**src/rtl/cdb_arbiter_pkg.sv**
```systemverilog
// Purpose : shared types, default widths and source ids for the CDB arbiter slice.
// Latency : n/a (declarations only).
// Backpressure : n/a. Ports: none. Build option CDB_FIXED_PRIO_EN is consumed by the arbiter.
package cdb_arbiter_pkg;

  localparam int CDB_NUM_SRC   = 2;
  localparam int CDB_DATA_W    = 32;
  localparam int CDB_ROB_IDX_W = 4;

  // Well-known execution-unit slots on the bus.
  localparam int CDB_SRC_ALU = 0;
  localparam int CDB_SRC_LSB = 1;

  localparam bit CDB_TRUE  = 1'b1;
  localparam bit CDB_FALSE = 1'b0;

  typedef logic [CDB_DATA_W-1:0]    data_t;
  typedef logic [CDB_ROB_IDX_W-1:0] rob_idx_t;

  // Candidate index k steps after ptr, wrapping modulo n.
  function automatic int rr_next(input int ptr, input int k, input int n);
    return (ptr + k) % n;
  endfunction

endpackage

```
**src/rtl/cdb_arbiter_if.sv**
```systemverilog
// Purpose : source push handshake plus registered CDB broadcast, bundled as one port.
// Latency : n/a (wires only).
// Backpressure : src_ready per source; the broadcast side has none (consumers gate with rdy).
// Ports   : src_valid/src_result/src_rob_index (packed per source), src_ready,
//           cdb_valid/cdb_result/cdb_rob_index/cdb_src. master = execution units, slave = arbiter.
interface cdb_arbiter_if
  import cdb_arbiter_pkg::*;
#(
  parameter int NUM_SRC   = CDB_NUM_SRC,
  parameter int DATA_W    = CDB_DATA_W,
  parameter int ROB_IDX_W = CDB_ROB_IDX_W
);
  localparam int IDX_W = $clog2(NUM_SRC);

  logic [NUM_SRC-1:0]           src_valid;
  logic [NUM_SRC*DATA_W-1:0]    src_result;
  logic [NUM_SRC*ROB_IDX_W-1:0] src_rob_index;
  logic [NUM_SRC-1:0]           src_ready;

  logic                         cdb_valid;
  logic [DATA_W-1:0]            cdb_result;
  logic [ROB_IDX_W-1:0]         cdb_rob_index;
  logic [IDX_W-1:0]             cdb_src;

  modport master (
    output src_valid, src_result, src_rob_index,
    input  src_ready, cdb_valid, cdb_result, cdb_rob_index, cdb_src
  );

  modport slave (
    input  src_valid, src_result, src_rob_index,
    output src_ready, cdb_valid, cdb_result, cdb_rob_index, cdb_src
  );

endinterface

```
**src/rtl/cdb_arbiter_rr_arbiter.sv**
```systemverilog
// Purpose : picks one requester; round-robin after ptr_i, or lowest index when CDB_FIXED_PRIO_EN.
// Latency : combinational.
// Backpressure : none; at most one grant. Ports: req_i, ptr_i -> gnt_o (one-hot), gnt_idx_o, gnt_vld_o.
module cdb_arbiter_rr_arbiter
  import cdb_arbiter_pkg::*;
#(
  parameter  int NUM_SRC = CDB_NUM_SRC,
  localparam int IDX_W   = $clog2(NUM_SRC)
) (
  input  logic [NUM_SRC-1:0] req_i,
  input  logic [IDX_W-1:0]   ptr_i,
  output logic [NUM_SRC-1:0] gnt_o,
  output logic [IDX_W-1:0]   gnt_idx_o,
  output logic               gnt_vld_o
);

  logic [IDX_W-1:0] cand;

`ifdef CDB_FIXED_PRIO_EN
  // Pointer is irrelevant under strict priority.
  logic unused_ptr;
  assign unused_ptr = ^ptr_i;
`endif

  always_comb begin
    gnt_o     = '0;
    gnt_idx_o = '0;
    gnt_vld_o = 1'b0;
    cand      = '0;
`ifdef CDB_FIXED_PRIO_EN
    // Scan downwards so the last hit (lowest index) wins.
    for (int k = NUM_SRC - 1; k >= 0; k--) begin
      cand = IDX_W'(k);
      if (req_i[cand]) begin
        gnt_idx_o = cand;
        gnt_vld_o = 1'b1;
      end
    end
`else
    // Scan from furthest to nearest after the pointer; the nearest hit wins.
    for (int k = NUM_SRC; k >= 1; k--) begin
      cand = IDX_W'(rr_next(int'(ptr_i), k, NUM_SRC));
      if (req_i[cand]) begin
        gnt_idx_o = cand;
        gnt_vld_o = 1'b1;
      end
    end
`endif
    if (gnt_vld_o) gnt_o[gnt_idx_o] = 1'b1;
  end

endmodule

```
**src/rtl/cdb_arbiter.sv**
```systemverilog
// Purpose : per-source 1-entry slots feeding one registered CDB broadcast (CDB_FIXED_PRIO_EN = strict prio).
// Latency : push accepted at edge E0 -> cdb_valid after E1; no bypass.
// Backpressure : src_ready = rdy & !clr & (slot empty | slot granted now); rdy low freezes everything.
// Ports   : clk_in, rst_n_in (sync, active-low), rdy_in, clr_in, bus (cdb_arbiter_if.slave).
module cdb_arbiter
  import cdb_arbiter_pkg::*;
#(
  parameter int NUM_SRC   = CDB_NUM_SRC,
  parameter int DATA_W    = CDB_DATA_W,
  parameter int ROB_IDX_W = CDB_ROB_IDX_W
) (
  input  logic          clk_in,
  input  logic          rst_n_in,
  input  logic          rdy_in,
  input  logic          clr_in,
  cdb_arbiter_if.slave  bus
);

  localparam int               IDX_W   = $clog2(NUM_SRC);
  // Pointer parked on the last source so source 0 is searched first.
  localparam logic [IDX_W-1:0] PTR_RST = IDX_W'(NUM_SRC - 1);

  logic [NUM_SRC-1:0]   slot_vld_q, slot_vld_d;
  logic [DATA_W-1:0]    slot_res_q [NUM_SRC];
  logic [DATA_W-1:0]    slot_res_d [NUM_SRC];
  logic [ROB_IDX_W-1:0] slot_tag_q [NUM_SRC];
  logic [ROB_IDX_W-1:0] slot_tag_d [NUM_SRC];
  logic [IDX_W-1:0]     ptr_q, ptr_d;

  logic                 cdb_vld_q, cdb_vld_d;
  logic [DATA_W-1:0]    cdb_res_q, cdb_res_d;
  logic [ROB_IDX_W-1:0] cdb_tag_q, cdb_tag_d;
  logic [IDX_W-1:0]     cdb_src_q, cdb_src_d;

  logic [NUM_SRC-1:0]   gnt;
  logic [IDX_W-1:0]     gnt_idx;
  logic                 gnt_vld;
  logic [NUM_SRC-1:0]   src_rdy;
  logic [NUM_SRC-1:0]   accept;

  cdb_arbiter_rr_arbiter #(.NUM_SRC(NUM_SRC)) u_arb (
    .req_i     (slot_vld_q),
    .ptr_i     (ptr_q),
    .gnt_o     (gnt),
    .gnt_idx_o (gnt_idx),
    .gnt_vld_o (gnt_vld)
  );

  // A slot being drained this cycle can take a new entry at the same edge.
  assign src_rdy = {NUM_SRC{rdy_in && !clr_in}} & (~slot_vld_q | gnt);
  assign accept  = bus.src_valid & src_rdy;

  always_comb begin
    slot_vld_d = slot_vld_q;
    slot_res_d = slot_res_q;
    slot_tag_d = slot_tag_q;
    ptr_d      = ptr_q;
    cdb_vld_d  = cdb_vld_q;
    cdb_res_d  = cdb_res_q;
    cdb_tag_d  = cdb_tag_q;
    cdb_src_d  = cdb_src_q;
    if (clr_in) begin
      slot_vld_d = '0;
      cdb_vld_d  = 1'b0;
      ptr_d      = PTR_RST;
    end else if (rdy_in) begin
      cdb_vld_d = gnt_vld;
      if (gnt_vld) begin
        cdb_res_d = slot_res_q[gnt_idx];
        cdb_tag_d = slot_tag_q[gnt_idx];
        cdb_src_d = gnt_idx;
`ifndef CDB_FIXED_PRIO_EN
        ptr_d     = gnt_idx;
`endif
      end
      for (int i = 0; i < NUM_SRC; i++) begin
        if (gnt[i]) slot_vld_d[i] = 1'b0;
        if (accept[i]) begin
          // Tag 0 completes the handshake but leaves the slot empty.
          slot_vld_d[i] = |bus.src_rob_index[i*ROB_IDX_W +: ROB_IDX_W];
          slot_res_d[i] = bus.src_result[i*DATA_W +: DATA_W];
          slot_tag_d[i] = bus.src_rob_index[i*ROB_IDX_W +: ROB_IDX_W];
        end
      end
    end
  end

  always_ff @(posedge clk_in) begin
    if (!rst_n_in) begin
      slot_vld_q <= '0;
      for (int i = 0; i < NUM_SRC; i++) begin
        slot_res_q[i] <= '0;
        slot_tag_q[i] <= '0;
      end
      ptr_q     <= PTR_RST;
      cdb_vld_q <= 1'b0;
      cdb_res_q <= '0;
      cdb_tag_q <= '0;
      cdb_src_q <= '0;
    end else begin
      slot_vld_q <= slot_vld_d;
      slot_res_q <= slot_res_d;
      slot_tag_q <= slot_tag_d;
      ptr_q      <= ptr_d;
      cdb_vld_q  <= cdb_vld_d;
      cdb_res_q  <= cdb_res_d;
      cdb_tag_q  <= cdb_tag_d;
      cdb_src_q  <= cdb_src_d;
    end
  end

  assign bus.src_ready     = src_rdy;
  assign bus.cdb_valid     = cdb_vld_q;
  assign bus.cdb_result    = cdb_res_q;
  assign bus.cdb_rob_index = cdb_tag_q;
  assign bus.cdb_src       = cdb_src_q;

endmodule

```
**src/flat_wrapper.sv**
```systemverilog
// flat-port wrapper written by rule: the top's interface ports become plain ports
module cdb_arbiter_flat import cdb_arbiter_pkg::*;
#(
  parameter int NUM_SRC   = CDB_NUM_SRC,
  parameter int DATA_W    = CDB_DATA_W,
  parameter int ROB_IDX_W = CDB_ROB_IDX_W
)
  (clk_in, rst_n_in, rdy_in, clr_in, bus_src_valid, bus_src_result, bus_src_rob_index, bus_src_ready, bus_cdb_valid, bus_cdb_result, bus_cdb_rob_index, bus_cdb_src);
  cdb_arbiter_if #(.NUM_SRC(NUM_SRC), .DATA_W(DATA_W), .ROB_IDX_W(ROB_IDX_W)) bus_i ();
  input  logic clk_in;
  input  logic rst_n_in;
  input  logic rdy_in;
  input  logic clr_in;
  input wire logic [$bits(bus_i.src_valid)-1:0] bus_src_valid;
  input wire logic [$bits(bus_i.src_result)-1:0] bus_src_result;
  input wire logic [$bits(bus_i.src_rob_index)-1:0] bus_src_rob_index;
  output wire logic [$bits(bus_i.src_ready)-1:0] bus_src_ready;
  output wire logic [$bits(bus_i.cdb_valid)-1:0] bus_cdb_valid;
  output wire logic [$bits(bus_i.cdb_result)-1:0] bus_cdb_result;
  output wire logic [$bits(bus_i.cdb_rob_index)-1:0] bus_cdb_rob_index;
  output wire logic [$bits(bus_i.cdb_src)-1:0] bus_cdb_src;
  assign bus_i.src_valid = bus_src_valid;
  assign bus_i.src_result = bus_src_result;
  assign bus_i.src_rob_index = bus_src_rob_index;
  assign bus_src_ready = bus_i.src_ready;
  assign bus_cdb_valid = bus_i.cdb_valid;
  assign bus_cdb_result = bus_i.cdb_result;
  assign bus_cdb_rob_index = bus_i.cdb_rob_index;
  assign bus_cdb_src = bus_i.cdb_src;
  cdb_arbiter #(.NUM_SRC(NUM_SRC), .DATA_W(DATA_W), .ROB_IDX_W(ROB_IDX_W)) u_core (.clk_in(clk_in), .rst_n_in(rst_n_in), .rdy_in(rdy_in), .clr_in(clr_in), .bus(bus_i));
endmodule
```
**config.mk**
```make
export PLATFORM = sky130hd
export DESIGN_NAME = cdb_arbiter_flat
export DESIGN_NICKNAME = d
export VERILOG_FILES = /design/src/rtl/cdb_arbiter_pkg.sv /design/src/rtl/cdb_arbiter_if.sv /design/src/rtl/cdb_arbiter_rr_arbiter.sv /design/src/rtl/cdb_arbiter.sv /design/src/flat_wrapper.sv
export SDC_FILE = /design/constraint.sdc
export NUM_CORES = 1
export LEC_CHECK = 0
export ABC_AREA = 1
export CAP_MARGIN = 40
export CELL_PAD_IN_SITES_DETAIL_PLACEMENT = 1
export CELL_PAD_IN_SITES_GLOBAL_PLACEMENT = 2
export CORE_UTILIZATION = 24
export CTS_CLUSTER_DIAMETER = 60
export DETAILED_ROUTE_END_ITERATION = 16
export PLACE_DENSITY = 0.72
export RECOVER_POWER = 25
export SYNTH_ARGS = -nofsm -noshare
export SYNTH_HDL_FRONTEND = slang
export SYNTH_SLANG_ARGS = --single-unit
```
**constraint.sdc**
```tcl
create_clock -name clk_in -period 1.4 [get_ports clk_in]
set_input_delay 0.42 -clock clk_in [delete_from_list [all_inputs] [get_ports clk_in]]
set_output_delay 0.42 -clock clk_in [all_outputs]
set_load 0.01 [all_outputs]
```
==> metrics.md, run 1 <==
| Metric | Value |
|---|---|
| Net Count, Synth | about 750 |
| WHS Path Cells | 3 |
| CP Capture Type | output pin |
| Nets | a little under 900 |
| FMAX | 624 MHz |
| Worst r2r src | u_core.slot_vld_q[0] |
| Antenna violations before repair | 0 |
| Row count | 51 |
| Status | finished with violations |
| Dpl hpwl | 10.6 mm |
| Dominant synthesized flop cell | dfxtp_1 |
| DIE WIDTH | 143 microns |
| Reg2reg setup slack | 0 ns |
| Avg Cell Area, Syn | 7.08 sq um |
| Initial Util | 24.5% |
| Hold_sp | rst_n_in |
| Pre-CTS setup slack | -0.827 ns |
| Ratio of cells with drive above 1 in the final layout | 20.4% |
| Slack of the critical path | -0.202 ns |
| Clk_skew | between 0.01 and 0.015 ns |
| CTS Buffer Depth | 2 |
| Most numerous cell in the Yosys netlist | nand2_1 |
| Synth Cell Area | 0.00474 sq mm |
| Power density cells | 1180 mW/mm^2 |
| Reg2Reg Capture Point | u_core.slot_res_q[22] |
| Max Cap Viol | 0 |
| Final Instance Count excl. Fillers | 1087 |
| Routed Antenna Nets | 0 |
| H-Tree Depth | 4 |
| Area leader, netlist | dfxtp_1 |
| Area Overhead vs Synth | 50.8% |
| Die Y | 143 microns |
| Core box area | 0.0194 sq mm |
| Pre-antenna DRT Iters | 4 |
| Antenna diodes | 0 |
| Total leakage power | 3.13 nW |
| Clock transition at path regs | 0.05 ns |
| Top cells by count, synth | nand2_1 (154), nor2_1 (151), dfxtp_1 (113) |
| Vias in the first global route | 5091 |
| Via Count | 4783 |
| Root buffer cell | clkbuf_16 |
| Post-synthesis instance total | between 600 and 700 |
| Hold endpoint | u_core.slot_res_q[30] |
| Placer Congestion | 0.790 |
| Area share of the largest cell type after synthesis | between 40% and 50% |
| Post-synth ARST share | 0% |
| Seq/Total Area, Yosys | 47.7% |
| RSZ-0062 raised after global routing | true |
| Die area | ~0.020 sq mm |
| Tightest Pin Transition | a little under 0.3 ns |
| Crit start category | input port |
| Reg2reg path depth | 9 |
| First-iteration detailed-routing DRC count | 166 |
| Critical Path Fanout Max | 4 |
| DR vias/cell | 4.40 |
| Failing checks | setup timing |
| TritonCTS Sinks | 113 |
| Peak supply drop | approximately 0.7 mV |
| Global-route wire length before repair | 26.6 mm |
| Final period utilization | 114% |
| Total track usage | 17.3% |
| Synth Warn # | 0 |
| WP data arrival | 1.18 ns |
| CTS tree | built |
| Fin crit period | 1.60 ns |
| TritonCTS Buffers | 17 |
| Crit-path max cell delay | around 0.33 ns |
| Crit Path Category | input port to output pin |
| I/O Pins | 118 |
| Flops & latches, synth | roughly 110 |
| Largest net degree at the start of global routing | 36 |
| DRC | 0 |
| Final WL | roughly 17 mm |
| Final Core Density | between 30% and 40% |
| Slew HR | 80.7% |
| EDFF count, synth | 0 |
| Crit path required time | around 0.98 ns |
| Placed cell count | about 1000 |
| Remaining Overflow, GRT | 0 |
| Cell variety after synth | 24 |
| DR WL/cell | 15.9 microns |
| Final Power | 8.42 mW |
| CP startpoint | clr_in |
| Final Hold Vio Count | 0 |
| CP max stage cell | clkdlybuf4s25_1 |
| Top post-synthesis cells by area | dfxtp_1 (48%), nand2_1 (12%), nor2_1 (12%) |
| Clock Latency Late Sink | 0.41 ns |
| Count of final setup violators | 22 |
| Worst path cell trace | clkdlybuf4s25_1 > nor2_8 > nand2_2 > inv_4 > buf_6 |
| Final Max Slew Viols | 0 |
| # port buffers | 117 |
| Hold buffer count at CTS | 0 |
| Worst min path class | input port to register |
routing by layer:
metal | track usage (%) | vias up | routed length [microns] | share of wire [%]
li1 | - | 2380 | - | -
met1 | 19.6 | 2294 | 7540 | 44
met2 | 31.3 | 94 | 8950 | 52
met3 | 3.70 | 15 | 579 | 3.3
met4 | 6.90 | 0 | 246 | 1.4
met5 | 0 | - | 0 | 0
worst max-delay path: cells and delay by family:
kind,cells,cell delay [ns]
and+or+nand+nor,2,0.26
buffers and inverters,3,0.50
power breakdown:
group / switching (mW) / total [mW] / leakage (nW) / internal [mW]
sequential: 0.0438 / 3.37 / 0.925 / 3.33
combinational: 0.446 / 0.887 / 1.93 / 0.441
clock: 1.46 / 4.16 / 0.276 / 2.70
total: 1.95 / 8.42 / 3.13 / 6.47
placed cells by master, fill, tap and decap left out, drive strengths merged:
master and count:
clkdlybuf4s15 3, clkdlybuf4s50 73, clkdlybuf4s25 1, clkinv 4, a21oi 38, or3 1
dlygate4sd2 1, dfxtp 113, clkbuf 36, o211ai 1, nand4 3, buf 77
nand3 39, inv 46, bufinv 2, nand2 156, o21ai 76, nor2 152
what timing repair did:
action                                  CTS  global route
gates cloned                              6             4
endpoints found under the setup margin  150           112
setup buffers                             8             3
pin swaps                                 2             6
resized for setup                       185            66
metrics by stage:
stage	hold slack, ns	instance area (sq um)	setup TNS (ns)
finish	0.363	7150	-0.956
global route	0.373	7150	-3.89
CTS	0.360	7080	-0.603
detailed placement	0.457	6310	-58.44
global placement	0.452	6310	-53.92
floorplan	0.439	4750	0
kinds of logic after synthesis:
| kind of cell | synth area share [%] |
|---|---|
| and+or+nand+nor | 29.9 |
| AOI/OAI and AO/OA | 12.4 |
| DFF | 47.7 |
| buffers and inverters | 9.94 |
worst max path at each step:
stage	slack, ns	endpoint
2_1_floorplan	0.01	bus_src_ready[0]
3_3_place_gp	-0.81	bus_src_ready[0]
3_5_place_dp	-0.83	bus_src_ready[0]
4_1_cts	-0.21	bus_src_ready[1]
5_1_grt	-0.25	bus_src_ready[1]
6_report	-0.20	bus_src_ready[0]
state kept, by name (all words and copies together), names as in the netlist:
name and cells:
u_core.ptr_q 1, u_core.bus.cdb_src 1, u_core.bus.cdb_valid 1, u_core.bus.cdb_rob_index 4
u_core.slot_vld_q 2, u_core.bus.cdb_result 32, u_core.slot_tag_q 8, u_core.slot_res_q 64
cell type report:
cell class	count	area (sq um)
Clock buffer	26	479
Clock inverter	6	80.1
Fill cell	2385	12200
Inverter	46	175
Multi-Input combinational cell	466	2140
Sequential cell	113	2280
Tap cell	265	332
Timing Repair Buffer	165	1670
(Power assumes the default switching activity.)
==> inputs of run 2 (changes only) <==
ABC_AREA = default   (was 1)
CORE_UTILIZATION = 26   (was 24)
==> metrics.md, run 2 <==
| Metric | Value |
|---|---|
| Total leakage power | 2.96 nW |
| Global-route wire length before repair | approximately 25 mm |
| Commonest non-fill, non-tap cell in the layout | nand2_1 |
| Routed Antenna Nets | 0 |
| Vias in the first global route | ~4700 |
| Die Y | 140 microns |
| WP data arrival | 1.21 ns |
| Top post-synthesis cells by area | dfxtp_1 (46%), nand2_1 (16%), mux2i_1 (15%) |
| Flops & latches, synth | 113 |
| Internal cell power | 6.91 mW |
| Combinational power share | 10.1% |
| Fin Hold WS | 0.368 ns |
| Cell variety after synth | 33 |
| Seq/Total Area, Yosys | 45.8% |
| Slack of the critical path | -0.226 ns |
| DR WL/cell | about 17 microns |
| DR vias/cell | 4.72 |
| FMAX | approximately 600 MHz |
| Failing checks | setup timing |
| Final Hold Vio Count | 0 |
| Most numerous cell in the Yosys netlist | nand2_1 |
| Final Max Slew Viols | 0 |
| Fin crit period | approximately 1.6 ns |
| Count of final setup violators | 111 |
| Final WL | around 16 mm |
| Pre-CTS setup slack | -0.800 ns |
| Root buffer cell | clkbuf_16 |
| Net Count, Synth | around 630 |
| Clock Latency Late Sink | between 0.4 and 0.5 ns |
| Top reg by flops | u_core.slot_res_q |
| Top cells by count, synth | nand2_1 (216), dfxtp_1 (113), mux2i_1 (73) |
| Pre-antenna DRT Iters | 4 |
| Total track usage | 16.8% |
| Clk network pwr share | 52.0% |
| WHS Path Cells | 3 |
| DIE WIDTH | 140 microns |
| CTS tree | built |
| Ratio of cells with drive above 1 in the final layout | 29.2% |
| Final TNS setup | -10.32 ns |
| Placed cell count | 895 |
| Crit Path Category | register to output pin |
| DRC | 0 |
| TritonCTS Sinks | between 100 and 150 |
| TritonCTS Buffers | 17 |
| Final Core Density | 40.0% |
| Row count | 50 |
| Largest net degree at the start of global routing | 68 |
| Antenna violations before repair | 0 |
| Via Count | 4418 |
| Status | finished with violations |
| Clock transition at path regs | 0.06 ns |
| Area leader, netlist | dfxtp_1 |
| Flop pwr share | 37.8% |
| Worst min path class | input port to register |
| Initial Util | about a quarter |
| I/O Pins | 118 |
| Final Power | 8.95 mW |
| Worst r2r src | u_core.slot_vld_q[1] |
| Most frequent cells in the layout | nand2_1 (186), dfxtp_1 (88), clkdlybuf4s50_1 (74), mux2i_1 (73), a21oi_1 (39) |
| Area share of the largest cell type after synthesis | 45.8% |
| Switching share of power | 22.8% |
| Core box area | 0.0186 sq mm |
| Placer Congestion | 0.706 |
| Hold buffer count at CTS | 0 |
| Post-synthesis instance total | roughly 560 |
| Final Instance Count excl. Fillers | 936 |
| H-Tree Depth | 4 |
| Clk_skew | 0.00790 ns |
| Reg2reg path depth | 6 |
| Remaining Overflow, GRT | 0 |
| # port buffers | 117 |
| RSZ-0062 raised after global routing | true |
| Slew HR | 73.3% |
| Peak supply drop | 0.794 mV |
| Post-place instance area | 0.00645 sq mm |
| Hold_sp | rst_n_in |
| Dpl hpwl | 10.4 mm |
| Post-synth ARST share | 0% |
| CTS Buffer Depth | 2 |
| EDFF count, synth | 0 |
| Post-route design area | 0.00746 sq mm |
| Avg Cell Area, Syn | 8.90 sq um |
| Critical Path Fanout Max | 3 |
| Max Cap Viol | 0 |
| Power density cells | 1200 mW/mm^2 |
| Crit path required time | 0.98 ns |
| Synth Warn # | 0 |
| CP Capture Type | output pin |
| Area Overhead vs Synth | 51.0% |
| Die area | between 0.015 and 0.02 sq mm |
| Reg2reg setup slack | -0.15 ns |
| CP startpoint | u_core.ptr_q |
| First-iteration detailed-routing DRC count | 169 |
| Tightest Pin Transition | 0.400 ns |
| P_sw | 2.04 mW |
| Synth Cell Area | 0.00494 sq mm |
| Dominant synthesized flop cell | dfxtp_1 |
| Max reg flops | 64 |
| Final period utilization | 116% |
| Nets | 767 |
| Crit start category | register |
| Antenna diodes | 0 |
## run 2: cell types whose count changed after synthesis, sizes merged, moves of 4 or more
cell    change
nor2      -147
mux2i      +73
o21ai      -73
nand2      +60
inv        -44
nand3      -37
a311oi     +36
clkbuf      +8
buf         -4
## run 2: layer usage
| metal | wire length [microns] | global-route usage, % | share of wire, % | vias up |
|---|---|---|---|---|
| li1 | - | - | - | 2157 |
| met1 | 7200 | 20.3 | 45 | 2180 |
| met2 | 8230 | 29.3 | 51 | 75 |
| met3 | 543 | 4.27 | 3.4 | 6 |
| met4 | 104 | 4.45 | 0.65 | 0 |
| met5 | 0 | 0 | 0 | - |
## run 2: cell type report
type | count | area, sq um
Inverter | 2 | 7.51
Tap cell | 234 | 293
Clock inverter | 9 | 154
Fill cell | 2086 | 11200
Sequential cell | 113 | 2300
Timing Repair Buffer | 164 | 1600
Multi-Input combinational cell | 391 | 2630
Clock buffer | 23 | 478
## run 2: power by group through the flow
stage	Clock, mW	Combinational (mW)	Sequential (mW)
finish	4.66	0.908	3.39
floorplan	0	0.419	3.44
global placement	0	0.838	3.44
detailed placement	0	0.857	3.44
CTS	4.73	0.878	3.38
global route	4.90	0.980	3.40
## run 2: what timing repair did
action	4_1_cts	5_1_grt
cloned	2	1
resized for setup	196	89
buffers inserted	8	1
endpoints found under the setup margin	141	113
pin swaps	15	54
## run 2: final timing paths
kind / endpoint
max: bus_src_ready[0]
min: u_core.slot_res_q[61]
max reg2reg: u_core.bus.cdb_result[17]
min reg2reg: u_core.slot_res_q[48]
## run 2: cell families after synthesis
logic type / count (synthesis) / synth area share [%]
compound gates: 83 / 11.9
simple gates: 235 / 18.9
buf+inv: 51 / 8.59
mux: 73 / 14.8
flops: 113 / 45.8
## run 2: worst max-delay path, stage by stage (launching register included)
cell,delay [ns]
dfxtp_2,0.32
nand3b_1,0.20
and2_4,0.17
buf_6,0.11
==> inputs of run 3 (changes only) <==
HOLD_SLACK_MARGIN = 0.02   (was default)
SETUP_SLACK_MARGIN = 0.1   (was default)
==> metrics.md, run 3 (synthesis gave the netlist of run 2 again) <==
| Metric | Value |
|---|---|
| Nets | between 800 and 900 |
| Post-place instance area | 0.00641 sq mm |
| RSZ-0062 raised after global routing | true |
| Flop pwr share | 37.4% |
| CP max stage cell | dfxtp_2 |
| Power density cells | approximately 1000 mW/mm^2 |
| Root buffer cell | clkbuf_16 |
| Total leakage power | ~3.4 nW |
| Die area | roughly 0.020 sq mm |
| Total track usage | 19.4% |
| Largest net degree at the start of global routing | 65 |
| Clk network pwr share | roughly half |
| H-Tree Depth | 4 |
| Initial Util | 26.5% |
| First-iteration detailed-routing DRC count | ~180 |
| Dpl hpwl | 10.4 mm |
| Final Max Slew Viols | 0 |
| Most frequent cells in the layout | nand2_1 (182), dfxtp_1 (81), clkdlybuf4s50_1 (74), mux2i_1 (70), buf_6 (51) |
| Core box area | 0.0186 sq mm |
| Row count | 50 |
| Worst min path class | input port to register |
| Placed cell count | just under 900 |
| Failing checks | setup timing |
| Antenna diodes | 0 |
| Final Core Density | between 40 and 50% |
| Count of final setup violators | 89 |
| Internal cell power | 6.88 mW |
| Final period utilization | 120% |
| Pre-CTS setup slack | -0.801 ns |
| Final TNS setup | -3.90 ns |
| Crit start category | register |
| Clock Latency Late Sink | 0.41 ns |
| Slack of the critical path | -0.274 ns |
| Via Count | 4722 |
| Final Instance Count excl. Fillers | 983 |
| Worst path cell trace | nand3b_1 > and2_4 > buf_6 |
| Commonest non-fill, non-tap cell in the layout | nand2_1 |
| Antenna violations before repair | 0 |
| Fin crit period | 1.67 ns |
| Switching share of power | a little under a quarter |
| Crit path required time | 0.98 ns |
| DR vias/cell | 4.80 |
| Slew HR | between 70% and 80% |
| DR WL/cell | approximately 20 microns |
| DRC | 0 |
| Combinational power share | a little over an eighth |
| FMAX | between 500 and 600 MHz |
| Status | finished with violations |
| I/O Pins | between 100 and 150 |
| Die Y | around 140 microns |
| CTS Buffer Depth | 2 |
| CTS tree | built |
| TritonCTS Buffers | 17 |
| Clk_skew | 0.00577 ns |
| Ratio of cells with drive above 1 in the final layout | between 40% and 50% |
| Pre-antenna DRT Iters | 4 |
| Area Overhead vs Synth | 75.2% |
| TritonCTS Sinks | between 100 and 150 |
| Crit Path Category | register to output pin |
| Post-route design area | 0.00865 sq mm |
| WP data arrival | approximately 1.3 ns |
| Critical Path Fanout Max | 4 |
| Global-route wire length before repair | 28.6 mm |
| P_sw | 2.15 mW |
| # port buffers | 117 |
| Crit-path max cell delay | 0.34 ns |
| Routed Antenna Nets | 0 |
| Placer Congestion | 0.733 |
| Tightest Pin Transition | ~0.44 ns |
| DIE WIDTH | about 140 microns |
| Clock transition at path regs | approximately 0.06 ns |
| Max reg flops | 64 |
| Final WL | 19.1 mm |
| Final Hold Vio Count | 0 |
| Max Cap Viol | 0 |
| Top reg by flops | u_core.slot_res_q |
| CP Capture Type | output pin |
| Vias in the first global route | 5023 |
| Peak supply drop | 0.662 mV |
| Reg2reg setup slack | -0.12 ns |
| Hold buffer count at CTS | 0 |
| Remaining Overflow, GRT | 0 |
## run 3: final timing paths
kind              cells after the start               endpoint                   from
setup / recovery                      3       bus_src_ready[0]           u_core.ptr_q
hold reg to reg                       2  u_core.slot_res_q[55]  u_core.slot_res_q[55]
setup reg to reg                      6   u_core.slot_vld_q[0]           u_core.ptr_q
hold / removal                        4           u_core.ptr_q                 clr_in
## run 3: final cells by class
cell class	instances	area (sq um)
clock buffer	21	470
clock inverter	10	134
fill	2035	9990
inverter	2	7.51
multi-input combinational	391	2820
sequential	113	2330
tap	234	293
timing repair buffer	212	2600
## run 3: power by group through the flow
stage / combinational [mW] / clock (mW) / sequential, mW
4_1_cts: 1.11 / 4.50 / 3.39
5_1_grt: 1.27 / 4.68 / 3.39
2_1_floorplan: 0.420 / 0 / 3.44
6_report: 1.20 / 4.45 / 3.38
3_3_place_gp: 0.827 / 0 / 3.44
3_5_place_dp: 0.843 / 0 / 3.44
## run 3: metal layers
layer / vias to the layer above / part of all wire [%] / global-route usage, %
met3: 16 / 3.1 / 3.99
met1: 2363 / 44 / 23.5
met4: 0 / 0.95 / 6.02
met2: 90 / 52 / 34.4
li1: 2253 / - / -
met5: - / 0 / 0
## run 3: worst max-delay path, delay by kind of cell, from the launching register on
kind | cells | cell delay [ns]
buffers and inverters | 1 | 0.11
DFF | 1 | 0.34
and+or+nand+nor | 2 | 0.39
## run 3: repair_timing
| action | 4_1_cts | 5_1_grt |
|---|---|---|
| setup endpoints to repair | 151 | 151 |
| setup buffers | 25 | 27 |
| gates resized for setup | 326 | 94 |
| cloned | 16 | 1 |
| pin swaps | 69 | 45 |
## run 3: per-stage QoR
step,hold WS (ns),power (mW)
4_1_cts,0.352,9.00
2_1_floorplan,0.435,3.86
6_report,0.367,9.03
3_5_place_dp,0.449,4.29
3_3_place_gp,0.444,4.27
5_1_grt,0.396,9.33
